$ cat config.mk
export PLATFORM = sky130hd
export DESIGN_NAME = ltc2308_responder
export DESIGN_NICKNAME = d
export VERILOG_FILES = /design/src/rtl/ltc2308_responder.sv
export SDC_FILE = /design/constraint.sdc
export NUM_CORES = 1
export LEC_CHECK = 0
export ABC_AREA = 1
export CAP_MARGIN = 20
export CORE_MARGIN = 2
export CORE_UTILIZATION = 40
export DETAILED_ROUTE_END_ITERATION = 16
export PLACE_DENSITY_LB_ADDON = 0.08
export SLEW_MARGIN = 20
export SYNTH_ARGS = -nofsm -noshare
export SYNTH_HDL_FRONTEND = slang
export SYNTH_SLANG_ARGS = --single-unit
$ cat constraint.sdc
create_clock -name clk_clk -period 3.7 [get_ports clk_clk]
set_input_delay 0.37 -clock clk_clk [delete_from_list [all_inputs] [get_ports clk_clk]]
set_output_delay 0.37 -clock clk_clk [all_outputs]
set_load 0.05 [all_outputs]
$ cat src/rtl/ltc2308_responder.sv
// Device-side model of the LTC2308 serial ADC: conversion delay, 6-bit config shift-in
// and 12-bit result shift-out, driven from a parallel bus of channel codes.
module ltc2308_responder #(
   parameter int unsigned CONV_CYCLES = 80,
   parameter int unsigned DATA_W      = 12,
   parameter logic [5:0]  DEFAULT_CFG = 6'b100010
) (
   input  logic                  clk_clk,
   input  logic                  reset_reset,
   input  logic                  adc_convst,
   input  logic                  adc_sck,
   input  logic                  adc_sdi,
   output logic                  adc_sdo,
   input  logic [8*DATA_W-1:0]   chan_values,
   output logic [5:0]            cfg_word,
   output logic                  cfg_update,
   output logic                  busy,
   output logic                  protocol_err,
   input  logic                  err_clear
);

   localparam int unsigned CntW = (CONV_CYCLES > 1) ? $clog2(CONV_CYCLES) : 1;

   typedef enum logic [1:0] {StIdle, StConvert, StShift} state_e;

   state_e              state_q, state_d;
   logic [CntW-1:0]     cnt_q, cnt_d;
   logic [5:1]          act_cfg_q, act_cfg_d;
   logic [5:0]          pend_cfg_q, pend_cfg_d;
   logic [5:0]          shreg_q, shreg_d;
   logic [2:0]          rise_cnt_q, rise_cnt_d;
   logic [DATA_W-1:0]   result_q, result_d;
   logic                sdo_q, sdo_d;
   logic                cfg_update_q, cfg_update_d;
   logic                err_q, err_d;
   logic                err_event;

   // [0],[1] form the synchroniser; [2] is the delayed copy used for edge detection.
   logic [2:0]          convst_sync_q, sck_sync_q;
   logic [1:0]          sdi_sync_q;
   logic                convst_rise, sck_rise, sck_fall, sdi_bit;

   always_ff @(posedge clk_clk) begin
      if (reset_reset) begin
         convst_sync_q <= '0;
         sck_sync_q    <= '0;
         sdi_sync_q    <= '0;
      end else begin
         convst_sync_q <= {convst_sync_q[1:0], adc_convst};
         sck_sync_q    <= {sck_sync_q[1:0], adc_sck};
         sdi_sync_q    <= {sdi_sync_q[0], adc_sdi};
      end
   end

   assign convst_rise = convst_sync_q[1] & ~convst_sync_q[2];
   assign sck_rise    = sck_sync_q[1] & ~sck_sync_q[2];
   assign sck_fall    = ~sck_sync_q[1] & sck_sync_q[2];
   assign sdi_bit     = sdi_sync_q[1];

   // Result computation from the active config {S/D, O/S, S1, S0, UNI}.
   logic [DATA_W-1:0]   ch [8];
   logic [DATA_W-1:0]   pos_val, neg_val, code;
   logic [DATA_W:0]     diff;

   always_comb begin
      for (int i = 0; i < 8; i++) begin
         ch[i] = chan_values[i*DATA_W +: DATA_W];
      end
      pos_val = ch[{act_cfg_q[3:2], act_cfg_q[4]}];
      neg_val = ch[{act_cfg_q[3:2], ~act_cfg_q[4]}];
      diff    = {1'b0, pos_val} - {1'b0, neg_val};
      if (act_cfg_q[5]) begin
         code = act_cfg_q[1] ? pos_val : (pos_val ^ {1'b1, {(DATA_W-1){1'b0}}});
      end else if (act_cfg_q[1]) begin
         code = diff[DATA_W] ? '0 : diff[DATA_W-1:0];
      end else begin
         code = diff[DATA_W:1];
      end
   end

   always_comb begin
      state_d      = state_q;
      cnt_d        = cnt_q;
      act_cfg_d    = act_cfg_q;
      pend_cfg_d   = pend_cfg_q;
      shreg_d      = shreg_q;
      rise_cnt_d   = rise_cnt_q;
      result_d     = result_q;
      sdo_d        = sdo_q;
      cfg_update_d = 1'b0;
      err_event    = 1'b0;

      unique case (state_q)
         StIdle: begin
            sdo_d = 1'b0;
            if (convst_rise) begin
               act_cfg_d  = pend_cfg_q[5:1];
               cnt_d      = '0;
               rise_cnt_d = '0;
               state_d    = StConvert;
            end
         end
         StConvert: begin
            err_event = sck_rise | sck_fall | convst_rise;
            if (cnt_q == CntW'(CONV_CYCLES - 1)) begin
               result_d   = code;
               sdo_d      = code[DATA_W-1];
               rise_cnt_d = '0;
               state_d    = StShift;
            end else begin
               cnt_d = cnt_q + CntW'(1);
            end
         end
         StShift: begin
            if (convst_rise) begin
               // Frame ends early or on time; a short frame leaves the config untouched.
               act_cfg_d  = pend_cfg_q[5:1];
               cnt_d      = '0;
               rise_cnt_d = '0;
               sdo_d      = 1'b0;
               state_d    = StConvert;
            end else begin
               if (sck_rise && rise_cnt_q != 3'd6) begin
                  shreg_d    = {shreg_q[4:0], sdi_bit};
                  rise_cnt_d = rise_cnt_q + 3'd1;
                  if (rise_cnt_q == 3'd5) begin
                     pend_cfg_d   = {shreg_q[4:0], sdi_bit};
                     cfg_update_d = 1'b1;
                  end
               end
               if (sck_fall) begin
                  result_d = {result_q[DATA_W-2:0], 1'b0};
                  sdo_d    = result_q[DATA_W-2];
               end
            end
         end
         default: state_d = StIdle;
      endcase

      if (err_event) begin
         err_d = 1'b1;
      end else if (err_clear) begin
         err_d = 1'b0;
      end else begin
         err_d = err_q;
      end
   end

   always_ff @(posedge clk_clk) begin
      if (reset_reset) begin
         state_q      <= StIdle;
         cnt_q        <= '0;
         act_cfg_q    <= DEFAULT_CFG[5:1];
         pend_cfg_q   <= DEFAULT_CFG;
         shreg_q      <= '0;
         rise_cnt_q   <= '0;
         result_q     <= '0;
         sdo_q        <= 1'b0;
         cfg_update_q <= 1'b0;
         err_q        <= 1'b0;
      end else begin
         state_q      <= state_d;
         cnt_q        <= cnt_d;
         act_cfg_q    <= act_cfg_d;
         pend_cfg_q   <= pend_cfg_d;
         shreg_q      <= shreg_d;
         rise_cnt_q   <= rise_cnt_d;
         result_q     <= result_d;
         sdo_q        <= sdo_d;
         cfg_update_q <= cfg_update_d;
         err_q        <= err_d;
      end
   end

   assign adc_sdo      = sdo_q;
   assign cfg_word     = pend_cfg_q;
   assign cfg_update   = cfg_update_q;
   assign busy         = (state_q == StConvert);
   assign protocol_err = err_q;

endmodule

==> results.cfg, run 1 <==
[setup_path]
critical_path_buf_inv_count = 3
required_ns = 3.88
cpMostUsedCell = nand2_1
startpoint_type = flip-flop
crit_arrival_ns = 3.32
end_kind = flip-flop
critical-path-top-delay-family = simple AND/OR/NAND/NOR gates
crit_slowest_cell = dfxtp_2
critPathMaxFanout = 27
worstPathCellList = inv_1 -> nor2_1 -> o21ai_0 -> nand2_1 -> nor2_1 -> a31oi_1 -> ha_1 -> inv_1 -> fa_1 -> nand3_1 -> nand2_1 -> nand3_1 -> nand3_1 -> nand2_1 -> inv_1 -> nand2_1 -> nand2_1 -> nand2_1 -> nand2_1 -> nand2_1 -> a21oi_1
path_class = reg2reg
max_stage_delay_ns = 0.63

[global_routing]
gr-total-overflow = 0
grt_pass1_vias = 5110
grt_pass1_wl_um = 24400
antenna_found_initial = 0
grt_max_degree = 99
track_usage = 0.225

[cells_and_area]
fill_cells = 1221
multi_input_area_um2 = 3200
diodes = 0
layout.nets = 1022
areaGrowthSynthToFinish_pct = 25.9
ff_latch_area_um2 = 1000
layout-drive-gt1-share = 0.0557
final_util = 0.514

[timing]
slew_headroom = 0.572
finalHoldViolCount = 0
setup_tns_ns = 0
drv_slew = 0
fin_crit_ns = 3.14
finClkSkew_ns = 0.0121
rsz0062_at_grt = false
fin_ws_ns = 0.560
min_period_over_period = 0.849
max_slew.worst_pin.slew_ns = 0.642
setup_viol = 0
hold_ws_ns = 0.402
fmax_mhz = 318

[synthesis]
ys_types = 43
syn_inst = 819
seq_area_frac_synth = 0.204
ys_warn_count = 0
ys_ff_latch = 50
syn-cell-area_um2 = 4910
synthesis.nets = 944
synth_area_per_cell_um2 = 5.99

[power_and_ir_drop]
cellLeakagePower_nw = 2.62
internal_power_mw = 1.23
p_sw_frac = 0.361
pwr-share-seq = 0.300
power.density_nw_per_um2 = 312
peakVddDrop_uv = 194
power_frac_comb = 0.413
switchingPower_mw = 0.696
p_clk_frac = 0.286

[routing]
drt_iter0_drc = 424
ant_nets = 0
drt-pass1-iter-count = 5
drc = 0
vias = 5516
routed_wl_um = 14900
routed_wire_length_per_instance_um = 14.2
avgViaCountPerCell = 5.28

[floorplan]
row_count = 40
io_pins = 112
die_h_um = 115
die_w_um = 115
dieArea_um2 = 13200
core_area_um2 = 12000
start_util = 0.409

[clock_tree]
clk_path_buf_depth = 2
cts.clk_slew.worst_paths_ns = 0.07
cts_hold_buf = 0
numCtsBuffers = 5
cts_tree = yes
cts.sinks = 50
worstSkewPairLatency_ns = 0.29
cts_resized = 0
cts_max_level = 2
cts_setup_buffers = 0
cts-root-buf = clkbuf_16

[placed_design]
portBuffers = 111
place_congestion = 0.916
place_ws_ns = 0.570
dpl.hpwl_um = 11400

[worst_hold_path]
hold_class = reg2reg

[run_status]
status = complete, no violations

[run]
cap_viol_max_count = 0
[synthesized netlist by cell type]
cell type | instances | area share
nand2_1 | 159 | 0.12
o21ai_0 | 114 | 0.12
inv_1 | 102 | 0.078
nor2_1 | 93 | 0.071
a21oi_1 | 87 | 0.089
dfxtp_1 | 50 | 0.20
nand3_1 | 40 | 0.041
o21ai_1 | 25 | 0.025
o211ai_1 | 23 | 0.035
ha_1 | 22 | 0.056
clkbuf_1 | 18 | 0.014
buf_2 | 13 | 0.013
buf_6 | 9 | 0.021
o21a_1 | 8 | 0.012
xor2_1 | 5 | 0.0089
a21oi_2 | 4 | 0.0071
buf_1 | 4 | 0.0031
clkinv_2 | 3 | 0.0031
inv_2 | 3 | 0.0023
nand2_4 | 3 | 0.0069
nand3_4 | 3 | 0.011
nor2_2 | 3 | 0.0038
nor2_4 | 3 | 0.0069
a31oi_1 | 2 | 0.0025
inv_6 | 2 | 0.0036
nand2_2 | 2 | 0.0025
o21ai_2 | 2 | 0.0036
xnor2_1 | 2 | 0.0036
a211oi_1 | 1 | 0.0015
a21boi_1 | 1 | 0.0015
a21oi_4 | 1 | 0.0033
buf_12 | 1 | 0.0041
buf_4 | 1 | 0.0015
clkbuf_2 | 1 | 0.0010
fa_1 | 1 | 0.0041
nand3_2 | 1 | 0.0020
nand3b_1 | 1 | 0.0015
nand4_1 | 1 | 0.0013
nor3_4 | 1 | 0.0033
o21ai_4 | 1 | 0.0033
o21bai_1 | 1 | 0.0015
o221ai_2 | 1 | 0.0031
or2_1 | 1 | 0.0013
[routing by layer]
layer / vias to the layer above / routed length, µm / GRT usage
met2: 150 / 7000 / 0.393
met4: 0 / 231 / 0.0474
met5: - / 0 / 0
met3: 17 / 666 / 0.0306
li1: 2838 / - / -
met1: 2511 / 6960 / 0.299
[stage by stage]
step	area [µm²]	total power, mW	instances
floorplan	4910	1.14	819
global placement	6000	1.37	1037
detailed placement	6000	1.38	1037
CTS	6180	1.94	1045
global route	6180	2.07	1045
finish	6180	1.93	1045
[state kept, by name, summed over array words and instances, names as in the netlist]
register       flops
result_q          11
shreg_q            5
protocol_err       1
convst_sync_q      3
rise_cnt_q         3
sck_sync_q         3
cfg_update         1
sdi_sync_q         2
cnt_q              7
adc_sdo            1
state_q            2
act_cfg_q          5
cfg_word           6
[layout make-up]
| cell class | instances | area share |
|---|---|---|
| clock buffers | 6 | 0.0225 |
| inverters | 110 | 0.0690 |
| well taps | 147 | 0.0298 |
| multi-input cells | 612 | 0.518 |
| repair buffers | 118 | 0.192 |
| clock inverters | 2 | 0.00628 |
| flip-flops and latches | 50 | 0.162 |
[final timing paths]
check	endpoint	cells past startpoint	startpoint	slack (ns)
setup / recovery	adc_sdo	21	act_cfg_q[2]	0.56
hold / removal	convst_sync_q[1]	2	convst_sync_q[0]	0.40
setup reg to reg	adc_sdo	21	act_cfg_q[2]	0.56
hold reg to reg	convst_sync_q[1]	2	convst_sync_q[0]	0.40
[cell usage in the layout (no fill, tap or decap), types with 3 or more instances in the layout]
cell type	netlist	layout
a21oi_1	87	87
a21oi_2	4	4
buf_4	1	5
clkbuf_16	0	5
clkdlybuf4s50_1	0	111
clkinv_2	3	3
dfxtp_1	50	48
ha_1	22	22
inv_1	102	102
inv_2	3	3
inv_6	2	3
nand2_1	159	159
nand2_4	3	3
nand3_1	40	40
nand3_4	3	3
nor2_1	93	93
nor2_2	3	3
nor2_4	3	3
o211ai_1	23	23
o21a_1	8	8
o21ai_0	114	114
o21ai_1	25	25
xor2_1	5	5
[power groups by stage]
stage	clock network [mW]	registers, mW	logic (mW)
2_1_floorplan	0	0.582	0.560
3_3_place_gp	0	0.590	0.783
3_5_place_dp	0	0.591	0.793
4_1_cts	0.561	0.579	0.797
5_1_grt	0.584	0.582	0.906
6_report	0.551	0.579	0.797
[tightest hold or removal path: cells and delay by family (launching register included)]
kind          cells  cell delay, ns
buf+inv           1            0.04
flops             1            0.30
simple gates      1            0.03
[cells by family after synthesis]
family,after synthesis,share of synthesized area
AOI/OAI and AO/OA,271,0.305
xor gates and xnor gates,7,0.0125
adders and majority gates,23,0.0602
buffers and inverters,157,0.144
DFF,50,0.204
and+or+nand+nor,311,0.274
(Power assumes the default switching activity.)
==> run 2, diff against run 1 <==
==> constraint.sdc (replaced) <==
create_clock -name clk_clk -period 2.8 [get_ports clk_clk]
set_input_delay 0.28 -clock clk_clk [delete_from_list [all_inputs] [get_ports clk_clk]]
set_output_delay 0.28 -clock clk_clk [all_outputs]
set_load 0.05 [all_outputs]
==> results.cfg, run 2 (same netlist as run 1, synthesis figures left out) <==
[timing]
finalHoldViolCount = 0
setup_viol = 0
hold_ws_ns = 0.401
drv_slew = 0
slew_headroom = 0.589
fmax_mhz = 363
fin_crit_ns = 2.75
finClkSkew_ns = 0.00781
fin_ws_ns = 0.0476
min_period_over_period = 0.983
rsz0062_at_grt = true
max_slew.worst_pin.slew_ns = 0.615

[setup_path]
r2r_setup_slack_ns = 0.05
crit_arrival_ns = 2.91
required_ns = 2.96
r2r.worst_path.cells = 18
startpoint_type = flip-flop
critPathMaxFanout = 10
crit_end = result_q[6]
r2r-start = act_cfg_q[4]
path_class = reg2reg
end_kind = flip-flop
cp-startpoint = act_cfg_q[4]
r2r_end = result_q[6]

[placed_design]
place_ws_ns = -0.195
portBuffers = 111
place_congestion = 0.953
dpl.hpwl_um = 11800

[global_routing]
track_usage = 0.234
grt_pass1_vias = 5477
antenna_found_initial = 0
gr-total-overflow = 0
grt_pass1_wl_um = 25600
grt_max_degree = 35

[cells_and_area]
regMostFlops = result_q
layout.nets = 1091
areaGrowthSynthToFinish_pct = 45.4
diodes = 0
final_common_cell = nand2_1
layout-drive-gt1-share = 0.172
largest_reg_flops = 11
final_util = 0.594
final_cell_mix = nand2_1, clkdlybuf4s50_1, o21ai_0

[power_and_ir_drop]
peakVddDrop_uv = 303
cellLeakagePower_nw = 3.05
power.density_nw_per_um2 = 414
total_power_mw = 2.96

[worst_hold_path]
holdPathStages = 2
hold_class = reg2reg

[routing]
drt-pass1-iter-count = 5
drc = 0
ant_nets = 0
vias = 5955
avgViaCountPerCell = 5.35
routed_wl_um = 16400
routed_wire_length_per_instance_um = 14.7
drt_iter0_drc = 436

[floorplan]
io_pins = 112
die_w_um = 115
row_count = 40
start_util = 0.409
core_area_um2 = 12000
die_h_um = 115
dieArea_um2 = 13200

[run_status]
status = complete, no violations

[clock_tree]
clk_path_buf_depth = 2
cts_max_level = 2
worstSkewPairLatency_ns = 0.30
cts.sinks = 50
cts_tree = yes
cts.clk_slew.worst_paths_ns = 0.07
cts_hold_buf = 0
numCtsBuffers = 5
cts-root-buf = clkbuf_16

[run]
cap_viol_max_count = 0
[run 2: how the worst min path moves through the flow]
stage	from	end	slack [ns]
floorplan	adc_convst	convst_sync_q[0]	0.39
global placement	sdi_sync_q[0]	sdi_sync_q[1]	0.39
detailed placement	sck_sync_q[0]	sck_sync_q[1]	0.39
CTS	sck_sync_q[0]	sck_sync_q[1]	0.40
global route	sdi_sync_q[0]	sdi_sync_q[1]	0.42
finish	sck_sync_q[0]	sck_sync_q[1]	0.40
[run 2: metal layers]
layer,vias to the layer above,track usage,share of wire
met5,-,0,0
met4,0,0.0594,0.027
met3,43,0.0248,0.048
met2,179,0.424,0.48
met1,2746,0.298,0.44
li1,2987,-,-
[run 2: final cells by class]
class / count / area [µm²]
Timing Repair inverter: 1 / 7.51
Clock inverter: 3 / 48.8
Timing Repair Buffer: 186 / 1900
Clock buffer: 5 / 125
Fill cell: 1157 / 4870
Multi-Input combinational cell: 612 / 3440
Tap cell: 147 / 184
Inverter: 110 / 432
Sequential cell: 50 / 1010
[run 2: repair_timing]
action | in CTS | in global routing
resized for setup | 6 | 69
pin swaps | 1 | 18
gates cloned | 2 | 4
setup buffers | 0 | 15
setup endpoints to repair | 11 | 12
[run 2: per-stage QoR]
step                      area, µm²  instances  setup TNS (ns)
after floorplan                4910        819               0
after global placement         6420       1085           -1.35
after detailed placement       6420       1085           -1.66
after CTS                      6680       1095               0
after global routing           7140       1114           -1.10
final                          7140       1114               0
[run 2: power breakdown]
group          total, mW  switching, mW  internal (mW)
Sequential         0.763         0.0229          0.740
Combinational       1.48          0.772          0.705
Clock              0.716          0.288          0.428
[run 2: worst max-delay path, stage by stage (launching register included)]
cell	delay, ns
dfxtp_4	0.41
buf_12	0.16
buf_4	0.14
o21ai_0	0.16
o21ai_0	0.10
nand2_1	0.10
o21a_1	0.17
inv_1	0.09
ha_4	0.25
a21oi_1	0.22
nand2_4	0.10
nand3_2	0.09
nand3_4	0.08
nand2_4	0.11
clkinvlp_4	0.13
nand2_1	0.09
nand3_1	0.08
nand2_1	0.08
a21oi_1	0.06
==> run 3, diff against run 2 <==
--- a/config.mk
+++ b/config.mk
@@ -10,7 +10,7 @@
 export CORE_MARGIN = 2
 export CORE_UTILIZATION = 40
 export DETAILED_ROUTE_END_ITERATION = 16
-export PLACE_DENSITY_LB_ADDON = 0.08
+export PLACE_DENSITY = 0.65
 export SLEW_MARGIN = 20
 export SYNTH_ARGS = -nofsm -noshare
 export SYNTH_HDL_FRONTEND = slang
==> results.cfg, run 3 (same netlist as run 1, synthesis figures left out) <==
[run_status]
status = finished with violations
violations = setup timing

[worst_hold_path]
hold_class = reg2reg
hold_path_startpoint = sck_sync_q[0]
holdPathStages = 2
hold_path_end = sck_sync_q[1]

[routing]
wl_met1_um = 7040
drt_iter0_drc = 419
dr_wl_met3_um = 957
vias = 5718
met2_length_um = 7380
drt-pass1-iter-count = 5
routed_wire_length_per_instance_um = 14.3
routed_wl_um = 15800
avgViaCountPerCell = 5.18
ant_nets = 0
highest-signal-layer = met4
drc = 0

[setup_path]
critical-path-top-delay-family = simple AND/OR/NAND/NOR gates
worstPathCellList = buf_6 -> clkinv_8 -> buf_8 -> nor2_2 -> o21ai_1 -> o21ai_2 -> ha_2 -> inv_2 -> fa_2 -> nand3_2 -> nand2_4 -> nand3_2 -> nand3_4 -> nand2_4 -> clkinvlp_4 -> nand2_1 -> nand3_1 -> nand2_1 -> a21oi_2
startpoint_type = flip-flop
path_class = reg2reg
required_ns = 2.95
critPathMaxFanout = 7
r2r-start = act_cfg_q[4]
critical_path_buf_inv_count = 5
max_stage_delay_ns = 0.50
crit_slowest_cell = dfxtp_4
r2r.worst_path.cells = 19
end_kind = flip-flop
r2r_setup_slack_ns = -0.12
r2r_end = result_q[9]
crit_arrival_ns = 3.07

[power_and_ir_drop]
pwr-share-seq = 0.266
switchingPower_mw = 1.04
power.density_nw_per_um2 = 411
internal_power_mw = 1.84
p_clk_frac = 0.250
peakVddDrop_uv = 278
cellLeakagePower_nw = 2.96
total_power_mw = 2.88
power_frac_comb = 0.484
p_sw_frac = 0.360

[floorplan]
core_area_um2 = 12000
die_h_um = 115
start_util = 0.409
die_w_um = 115
dieArea_um2 = 13200
io_pins = 112
row_count = 40

[global_routing]
grt_pass1_vias = 5288
antenna_found_initial = 0
grt_max_degree = 70
gr-total-overflow = 0
track_usage = 0.224
grt_pass1_wl_um = 24400

[timing]
slew_headroom = 0.594
finalHoldViolCount = 0
max_slew.worst_pin.slew_ns = 0.607
fin_crit_ns = 2.92
finClkSkew_ns = 0.00429
rsz0062_at_grt = true
min_period_over_period = 1.04
fmax_mhz = 343
fin_ws_ns = -0.119
setup_viol = 11
drv_slew = 0

[clock_tree]
cts.sinks = 50
cts.clk_slew.worst_paths_ns = 0.07
cts_max_level = 2
cts_tree = yes
clk_path_buf_depth = 2
numCtsBuffers = 5
cts-root-buf = clkbuf_16
cts_hold_buf = 0
worstSkewPairLatency_ns = 0.29

[placed_design]
portBuffers = 111
place_ws_ns = -0.209
dpl.hpwl_um = 11100
place_congestion = 0.904

[cells_and_area]
diodes = 0
largest_reg_flops = 11
areaGrowthSynthToFinish_pct = 42.4
layout.nets = 1081
layout-drive-gt1-share = 0.156
final_cell_mix = nand2_1, clkdlybuf4s50_1, o21ai_0
final_common_cell = nand2_1
fill_cells = 1190
regMostFlops = result_q

[run]
cap_viol_max_count = 0
-- run 3: worst register-to-register path: cells and delay by family, from the launching register on --
| kind | cells | cell delay (ns) |
|---|---|---|
| buf+inv | 5 | 0.60 |
| simple gates | 9 | 0.78 |
| flops | 1 | 0.50 |
| fa+ha+maj | 2 | 0.59 |
| compound gates | 3 | 0.32 |
-- run 3: cell type report --
cell class,instances,area [µm²],share of cell area
timing repair buffer,172,1750,0.250
clock buffer,6,139,0.0199
sequential,50,1010,0.144
tap,147,184,0.0263
multi-input combinational,612,3390,0.484
clock inverter,2,38.8,0.00555
inverter,110,437,0.0625
timing repair inverter,5,50.0,0.00716
-- run 3: power groups by stage --
stage	sequential (mW)	clock [mW]	combinational, mW
floorplan	0.769	0	0.739
global placement	0.777	0	1.19
CTS	0.761	0.729	1.20
global route	0.768	0.766	1.55
finish	0.765	0.719	1.39
detailed placement	0.777	0	1.19
-- run 3: what timing repair did --
item | 4_1_cts | 5_1_grt
pin swaps | 1 | 19
buffers inserted | 0 | 7
endpoints found under the setup margin | 11 | 12
cloned | 0 | 10
resized for setup | 4 | 65
-- run 3: per-stage QoR --
step / TNS [ns] / utilization / area, µm² / cells / hold WS, ns
final: -0.764 / 0.582 / 6990 / 1104 / 0.405
after global routing: -3.22 / 0.582 / 6990 / 1104 / 0.428
after CTS: 0 / 0.544 / 6530 / 1087 / 0.404
after detailed placement: -1.71 / 0.528 / 6340 / 1079 / 0.395
after global placement: -1.41 / 0.528 / 6340 / 1079 / 0.393
after floorplan: 0 / - / 4910 / 819 / 0.387
-- run 3: worst max path at each step --
| stage | start | to | slack [ns] | depth (start not counted) |
|---|---|---|---|---|
| floorplan | act_cfg_q[4] | result_q[4] | 0.02 | 21 |
| global placement | chan_values[0] | adc_sdo | -0.17 | 22 |
| detailed placement | chan_values[0] | adc_sdo | -0.21 | 22 |
| CTS | act_cfg_q[4] | result_q[8] | 0.005 | 21 |
| global route | act_cfg_q[4] | result_q[1] | -0.32 | 20 |
| finish | act_cfg_q[4] | result_q[9] | -0.12 | 19 |
-- run 3: layer usage --
metal,global-route usage,vias to the layer above
li1,-,2962
met1,0.288,2548
met2,0.396,179
met3,0.0295,29
met4,0.0578,0
met5,0,-
